==> config.mk <==
export PLATFORM = sky130hd
export DESIGN_NAME = spi_cfg_sequencer
export DESIGN_NICKNAME = d
export VERILOG_FILES = /design/src/rtl/spi_cfg_sequencer.sv
export SDC_FILE = /design/constraint.sdc
export NUM_CORES = 1
export LEC_CHECK = 0
export ABC_AREA = 1
export CAP_MARGIN = 20
export CELL_PAD_IN_SITES_DETAIL_PLACEMENT = 0
export CELL_PAD_IN_SITES_GLOBAL_PLACEMENT = 1
export CORE_MARGIN = 5
export CORE_UTILIZATION = 40
export CTS_CLUSTER_DIAMETER = 80
export DETAILED_ROUTE_END_ITERATION = 8
export GPL_TIMING_DRIVEN = 0
export PLACE_DENSITY = 0.89
export SYNTH_ARGS = -nofsm -noshare
export SYNTH_HDL_FRONTEND = slang
export SYNTH_SLANG_ARGS = --single-unit
export TNS_END_PERCENT = 50
==> constraint.sdc <==
create_clock -name clk -period 5.9 [get_ports clk]
set_input_delay 1.18 -clock clk [delete_from_list [all_inputs] [get_ports clk]]
set_output_delay 1.18 -clock clk [all_outputs]
set_load 0.01 [all_outputs]
==> src/rtl/spi_cfg_sequencer.sv <==
// ============================================================================
// Module      : spi_cfg_sequencer
// Description : Round-robin arbiter plus 16-bit SPI mode-0 write-frame
//               serializer that shares one configuration link among requesters.
// Revision    : 1.0 - initial release
// ============================================================================
`default_nettype none

module spi_cfg_sequencer #(
    parameter int NUM_REQ = 2,
    parameter int CLK_DIV = 4
) (
    input  logic                 clk,
    input  logic                 rst,
    input  logic [NUM_REQ-1:0]   req_valid,
    input  logic [7*NUM_REQ-1:0] req_addr,
    input  logic [8*NUM_REQ-1:0] req_data,
    output logic [NUM_REQ-1:0]   req_ready,
    output logic [2:0]           grant_id,
    output logic                 busy,
    output logic                 done,
    output logic                 ncs,
    output logic                 sclk,
    output logic                 copi
);

    typedef enum logic [2:0] {
        IDLE  = 3'd0,
        SETUP = 3'd1,
        SHIFT = 3'd2,
        HOLD  = 3'd3,
        GAP   = 3'd4
    } state_t;

    localparam logic [7:0] DIV_LAST = 8'(CLK_DIV - 1);
    localparam logic [2:0] LAST_REQ = 3'(NUM_REQ - 1);

    state_t               state, state_nxt;
    logic [7:0]           div_cnt, div_cnt_nxt;
    logic [4:0]           bit_cnt, bit_cnt_nxt;
    logic [15:0]          shreg, shreg_nxt;
    logic [2:0]           ptr, ptr_nxt;
    logic [2:0]           offer_id, offer_id_nxt;
    logic [2:0]           grant_id_nxt;
    logic [NUM_REQ-1:0]   ready_nxt;
    logic                 busy_nxt, done_nxt, ncs_nxt, sclk_nxt, copi_nxt;

    logic [2:0]           win_hi, win_lo, winner;
    logic                 found_hi, found_lo, found;
    logic [6:0]           sel_addr;
    logic [7:0]           sel_data;
    logic                 div_last;

    assign div_last = (div_cnt == DIV_LAST);

    // Round-robin search: lowest requester at/above the pointer, else lowest below it.
    always_comb begin
        win_hi   = '0;
        win_lo   = '0;
        found_hi = 1'b0;
        found_lo = 1'b0;
        for (int i = NUM_REQ - 1; i >= 0; i--) begin
            if (req_valid[i]) begin
                if (3'(i) >= ptr) begin
                    win_hi   = 3'(i);
                    found_hi = 1'b1;
                end else begin
                    win_lo   = 3'(i);
                    found_lo = 1'b1;
                end
            end
        end
        found  = found_hi | found_lo;
        winner = found_hi ? win_hi : win_lo;
    end

    always_comb begin
        sel_addr = '0;
        sel_data = '0;
        for (int i = 0; i < NUM_REQ; i++) begin
            if (offer_id == 3'(i)) begin
                sel_addr = req_addr[7*i +: 7];
                sel_data = req_data[8*i +: 8];
            end
        end
    end

    always_comb begin
        state_nxt    = state;
        div_cnt_nxt  = div_cnt;
        bit_cnt_nxt  = bit_cnt;
        shreg_nxt    = shreg;
        ptr_nxt      = ptr;
        offer_id_nxt = offer_id;
        grant_id_nxt = grant_id;
        ready_nxt    = '0;
        busy_nxt     = busy;
        done_nxt     = 1'b0;
        ncs_nxt      = ncs;
        sclk_nxt     = sclk;
        copi_nxt     = copi;

        case (state)
            IDLE: begin
                if (req_ready != '0) begin
                    // Offer outstanding: this edge is the accept edge if the holder is still valid.
                    if ((req_ready & req_valid) != '0) begin
                        state_nxt    = SETUP;
                        div_cnt_nxt  = '0;
                        shreg_nxt    = {sel_addr, sel_data, 1'b0};
                        copi_nxt     = 1'b1;
                        ncs_nxt      = 1'b0;
                        busy_nxt     = 1'b1;
                        grant_id_nxt = offer_id;
                        ptr_nxt      = (offer_id == LAST_REQ) ? 3'd0 : offer_id + 3'd1;
                    end
                end else if (found) begin
                    offer_id_nxt = winner;
                    for (int i = 0; i < NUM_REQ; i++) begin
                        ready_nxt[i] = (winner == 3'(i));
                    end
                end
            end

            SETUP: begin
                div_cnt_nxt = div_cnt + 8'd1;
                if (div_last) begin
                    div_cnt_nxt = '0;
                    bit_cnt_nxt = '0;
                    sclk_nxt    = 1'b1;
                    state_nxt   = SHIFT;
                end
            end

            SHIFT: begin
                div_cnt_nxt = div_cnt + 8'd1;
                if (div_last) begin
                    div_cnt_nxt = '0;
                    if (bit_cnt == 5'd31) begin
                        state_nxt = HOLD;
                    end else begin
                        bit_cnt_nxt = bit_cnt + 5'd1;
                        if (bit_cnt[0]) begin
                            sclk_nxt = 1'b1;
                        end else begin
                            // Falling edge: present the next bit; zeros shift in after bit 0.
                            sclk_nxt  = 1'b0;
                            copi_nxt  = shreg[15];
                            shreg_nxt = {shreg[14:0], 1'b0};
                        end
                    end
                end
            end

            HOLD: begin
                div_cnt_nxt = div_cnt + 8'd1;
                if (div_last) begin
                    div_cnt_nxt = '0;
                    bit_cnt_nxt = '0;
                    ncs_nxt     = 1'b1;
                    done_nxt    = 1'b1;
                    state_nxt   = GAP;
                end
            end

            GAP: begin
                div_cnt_nxt = div_cnt + 8'd1;
                if (div_last) begin
                    div_cnt_nxt = '0;
                    if (bit_cnt == 5'd1) begin
                        bit_cnt_nxt = '0;
                        busy_nxt    = 1'b0;
                        state_nxt   = IDLE;
                    end else begin
                        bit_cnt_nxt = 5'd1;
                    end
                end
            end

            default: begin
                state_nxt = IDLE;
            end
        endcase
    end

    always_ff @(posedge clk or posedge rst) begin
        if (rst) begin
            state     <= IDLE;
            div_cnt   <= '0;
            bit_cnt   <= '0;
            shreg     <= '0;
            ptr       <= '0;
            offer_id  <= '0;
            grant_id  <= '0;
            req_ready <= '0;
            busy      <= 1'b0;
            done      <= 1'b0;
            ncs       <= 1'b1;
            sclk      <= 1'b0;
            copi      <= 1'b0;
        end else begin
            state     <= state_nxt;
            div_cnt   <= div_cnt_nxt;
            bit_cnt   <= bit_cnt_nxt;
            shreg     <= shreg_nxt;
            ptr       <= ptr_nxt;
            offer_id  <= offer_id_nxt;
            grant_id  <= grant_id_nxt;
            req_ready <= ready_nxt;
            busy      <= busy_nxt;
            done      <= done_nxt;
            ncs       <= ncs_nxt;
            sclk      <= sclk_nxt;
            copi      <= copi_nxt;
        end
    end

endmodule

`default_nettype wire

==> key figures <==
Outcome
  • Status: completed

Critical path
  • Crit start category: input pin
  • Crit Path Max Fanout: 10
  • Worst EP required: roughly 6 ns
  • CP endpoint kind: flip-flop
  • Crit path kind: in2reg
  • Crit path cell chain: clkdlybuf4s50_1 -> nand2_1 -> nand2_1 -> nor2_2 -> nor3b_4 -> nand2_4 -> buf_6 -> nand2_1 -> nand2_1
  • Reg2reg end: shreg[4]$_DFFE_PP0P_
  • Setup slack, reg-to-reg: about 3.7 ns
  • Crit path arrival time: ~2.8 ns
  • CP peak stage delay: about 0.50 ns
  • R2r startpoint: bit_cnt[0]$_DFFE_PP0P_
  • Crit-path slowest cell: clkdlybuf4s50_1
  • Worst reg2reg path depth: 11
  • CP dominant cell by count: nand2_1

Yosys
  • Seq/Total Area, Yosys: 0.4372
  • Yosys top cell area share: 0.4260
  • Dominant synthesized flop cell: dfrtp_1
  • Commonest cells post-synth: nand2_1, dfrtp_1, nor2_1, nand3_1, inv_1
  • Synth top area cells: dfrtp_1, nand2_1, nand3_1
  • Syn Area/Cell: around 7.4 um2
  • Syn Inst Count: ~320
  • Most common cell in the netlist: nand2_1
  • Yosys cell types: 32
  • Number of warnings issued by yosys: 0
  • Synth area leader: dfrtp_1
  • #FFs+latches synth: 41
  • Ys async rst share: 1.000
  • Number of synthesized flops with an enable pin: 0
  • Mapped cell area: ~2300 um2

Place
  • Post-DP Area: 2858 um2
  • IO buf count: just over 40
  • RePlAce Congestion: about 0.80
  • Place WS: 2.955 ns
  • Dpl hpwl: 3.846 mm

Global route
  • Pin count of the biggest net entering global routing: 42
  • Grt ovf: 0
  • Initial antenna violation count: 0
  • Total global-route track usage: 0.1545
  • Vias in the first global route: 2,058
  • Global-route wire length before repair: just over 9 mm

Route
  • WL/cell: roughly 12 um
  • Via density per instance: slightly below 5
  • Iteration count of the initial detailed-routing pass: 4
  • Via count: around 2,100
  • Starting DRT DRC Count: between 60 and 70
  • Post-route ant nets: 0
  • Wirelength, routed: between 5 and 6 mm
  • Residual DRC count: 0

Cells and area
  • Layout cells sized above 1: 0.08672
  • Ant diodes: 0
  • Design Area, Final: just under 3000 um2
  • Post-layout util: 0.5114
  • Area delta synth->final: 26.57%
  • NumNets Final: between 400 and 500

Timing
  • Fmax: roughly 0.38 GHz
  • Setup Viol. Count Final: 0
  • Endpoints failing hold: 0
  • Slew headroom: 0.4324
  • Final Worst Setup Slack: around 3.3 ns
  • Final setup TNS: 0 ns
  • Min Tclk post-route: about 2.6 ns
  • Final period util: 0.4456
  • Slew Viols, Final: 0
  • Worst-Margin Slew: 0.8502 ns
  • Final Skew: about 0.0056 ns
  • RSZ-0062 raised after global routing: false

Hold path
  • Worst min path class: reg2reg
  • Cells on Worst Hold Path: 2
  • Worst Hold End: ncs$_DFFE_PP1P_
  • Worst Hold Launch: ncs$_DFFE_PP1P_

Flow run
  • Max-cap violations: 0

Clocking
  • Skew-Pair Late Insertion Delay: slightly below 0.3 ns
  • CTS root buf: clkbuf_8
  • Num CTS Buffers: 5
  • Clock sink count: 41
  • Hold-fix buffers, CTS: 0
  • Setup Fix Bufs, Post-CTS: 0
  • CTS tree: built
  • Clk pin slew, worst setup/hold paths: about 0.080 ns
  • H-tree Lvls: 2
  • Post-CTS resize count: 0
  • Max Root-Sink Buffers: 2

Floorplan
  • Die X: about 87 um
  • Die area: 7507 um2
  • I/O pins: 44
  • Core area: ~5800 um2
  • Die extent in y: approximately 87 um
  • Initial Util: 0.4040
  • Rows: 28

Pwr
  • Power Density: ~180 nW/um2
  • Seq pwr share: 0.513
  • LEAKAGE: between 1 and 1.5 nW
  • Clock network fraction of total power: 0.428
  • P_sw: roughly 110 uW
  • Worst VDD drop: about 0.000087 V
  • P_int: ~440 uW
  • Switching share of power: 0.1958
  • Combinational power share: 0.059
## state kept, by name, summed over array words and instances (netlist names)
name,cells
state,3
busy,1
div_cnt,8
bit_cnt,5
grant_id,1
done,1
req_ready,2
copi,1
offer_id,1
shreg,15
ncs,1
sclk,1
ptr,1
## layout make-up
type | count | area [um2]
Clock buffer | 7 | 86.33
Tap cell | 75 | 93.84
Fill cell | 605 | 2841
Multi-Input combinational cell | 244 | 1156
Buffer | 13 | 87.58
Timing Repair Buffer | 41 | 410.4
Sequential cell | 41 | 1027
Clock inverter | 1 | 30.03
Inverter | 22 | 82.58
## cells by family after synthesis
group	synth area share
compound gates	0.08733
flops	0.4372
buf+inv	0.07242
fa+ha+maj	0.02130
other cells	0.001596
simple gates	0.3653
xor+xnor	0.01491
## layout by cell type, fill, tap and decap left out, drive strengths merged, types with 5 or more instances in the layout
master | Yosys | final
inv | 21 | 21
o21ai | 16 | 16
buf | 7 | 7
dfrtp | 40 | 40
nand2 | 120 | 120
clkdlybuf4s50 | 0 | 41
a31oi | 14 | 14
nor2 | 36 | 36
clkbuf | 6 | 13
nand3 | 31 | 31
nor3 | 5 | 5
## per-layer routing
| layer | part of all wire | GRT usage | wire length, um | up-vias |
|---|---|---|---|---|
| met5 | 0 | 0 | 0 | - |
| met4 | 0.014 | 0.05099 | 72 | 0 |
| met3 | 0.056 | 0.03612 | 295 | 6 |
| met2 | 0.43 | 0.2350 | 2266 | 51 |
| met1 | 0.50 | 0.2165 | 2641 | 970 |
| li1 | - | - | - | 1122 |
## critical path, delay by kind of cell
kind / cells / cell delay (ns)
buf+inv: 2 / 0.68
simple gates: 7 / 0.94
## power by group through the flow
stage	combinational, mW	sequential, mW	clock, mW
2_1_floorplan	0.00851	0.286	0
3_3_place_gp	0.0325	0.286	0
3_5_place_dp	0.0328	0.286	0
4_1_cts	0.0330	0.281	0.242
5_1_grt	0.0356	0.281	0.253
6_report	0.0321	0.281	0.234
## how the worst max path moves through the flow
| stage | end | depth (start not counted) | from | slack [ns] |
|---|---|---|---|---|
| 6_report | shreg[4]$_DFFE_PP0P_ | 9 | req_valid[0] | 3.27 |
| 5_1_grt | shreg[2]$_DFFE_PP0P_ | 9 | req_valid[0] | 3.11 |
| 4_1_cts | shreg[3]$_DFFE_PP0P_ | 9 | req_valid[0] | 3.26 |
| 3_5_place_dp | shreg[3]$_DFFE_PP0P_ | 9 | req_valid[0] | 2.95 |
| 3_3_place_gp | bit_cnt[1]$_DFFE_PP0P_ | 2 | rst | 2.84 |
| 2_1_floorplan | copi$_DFFE_PP0P_ | 8 | req_valid[1] | 3.69 |
## through the flow
step	hold WS [ns]	std cells	power, mW
6_report	0.4666	444	0.5470
5_1_grt	0.5023	444	0.5693
4_1_cts	0.4688	444	0.5556
3_5_place_dp	0.4560	436	0.3192
3_3_place_gp	0.4534	436	0.3189
2_1_floorplan	0.4345	320	0.2949
Power figures use the tool's default switching activity.
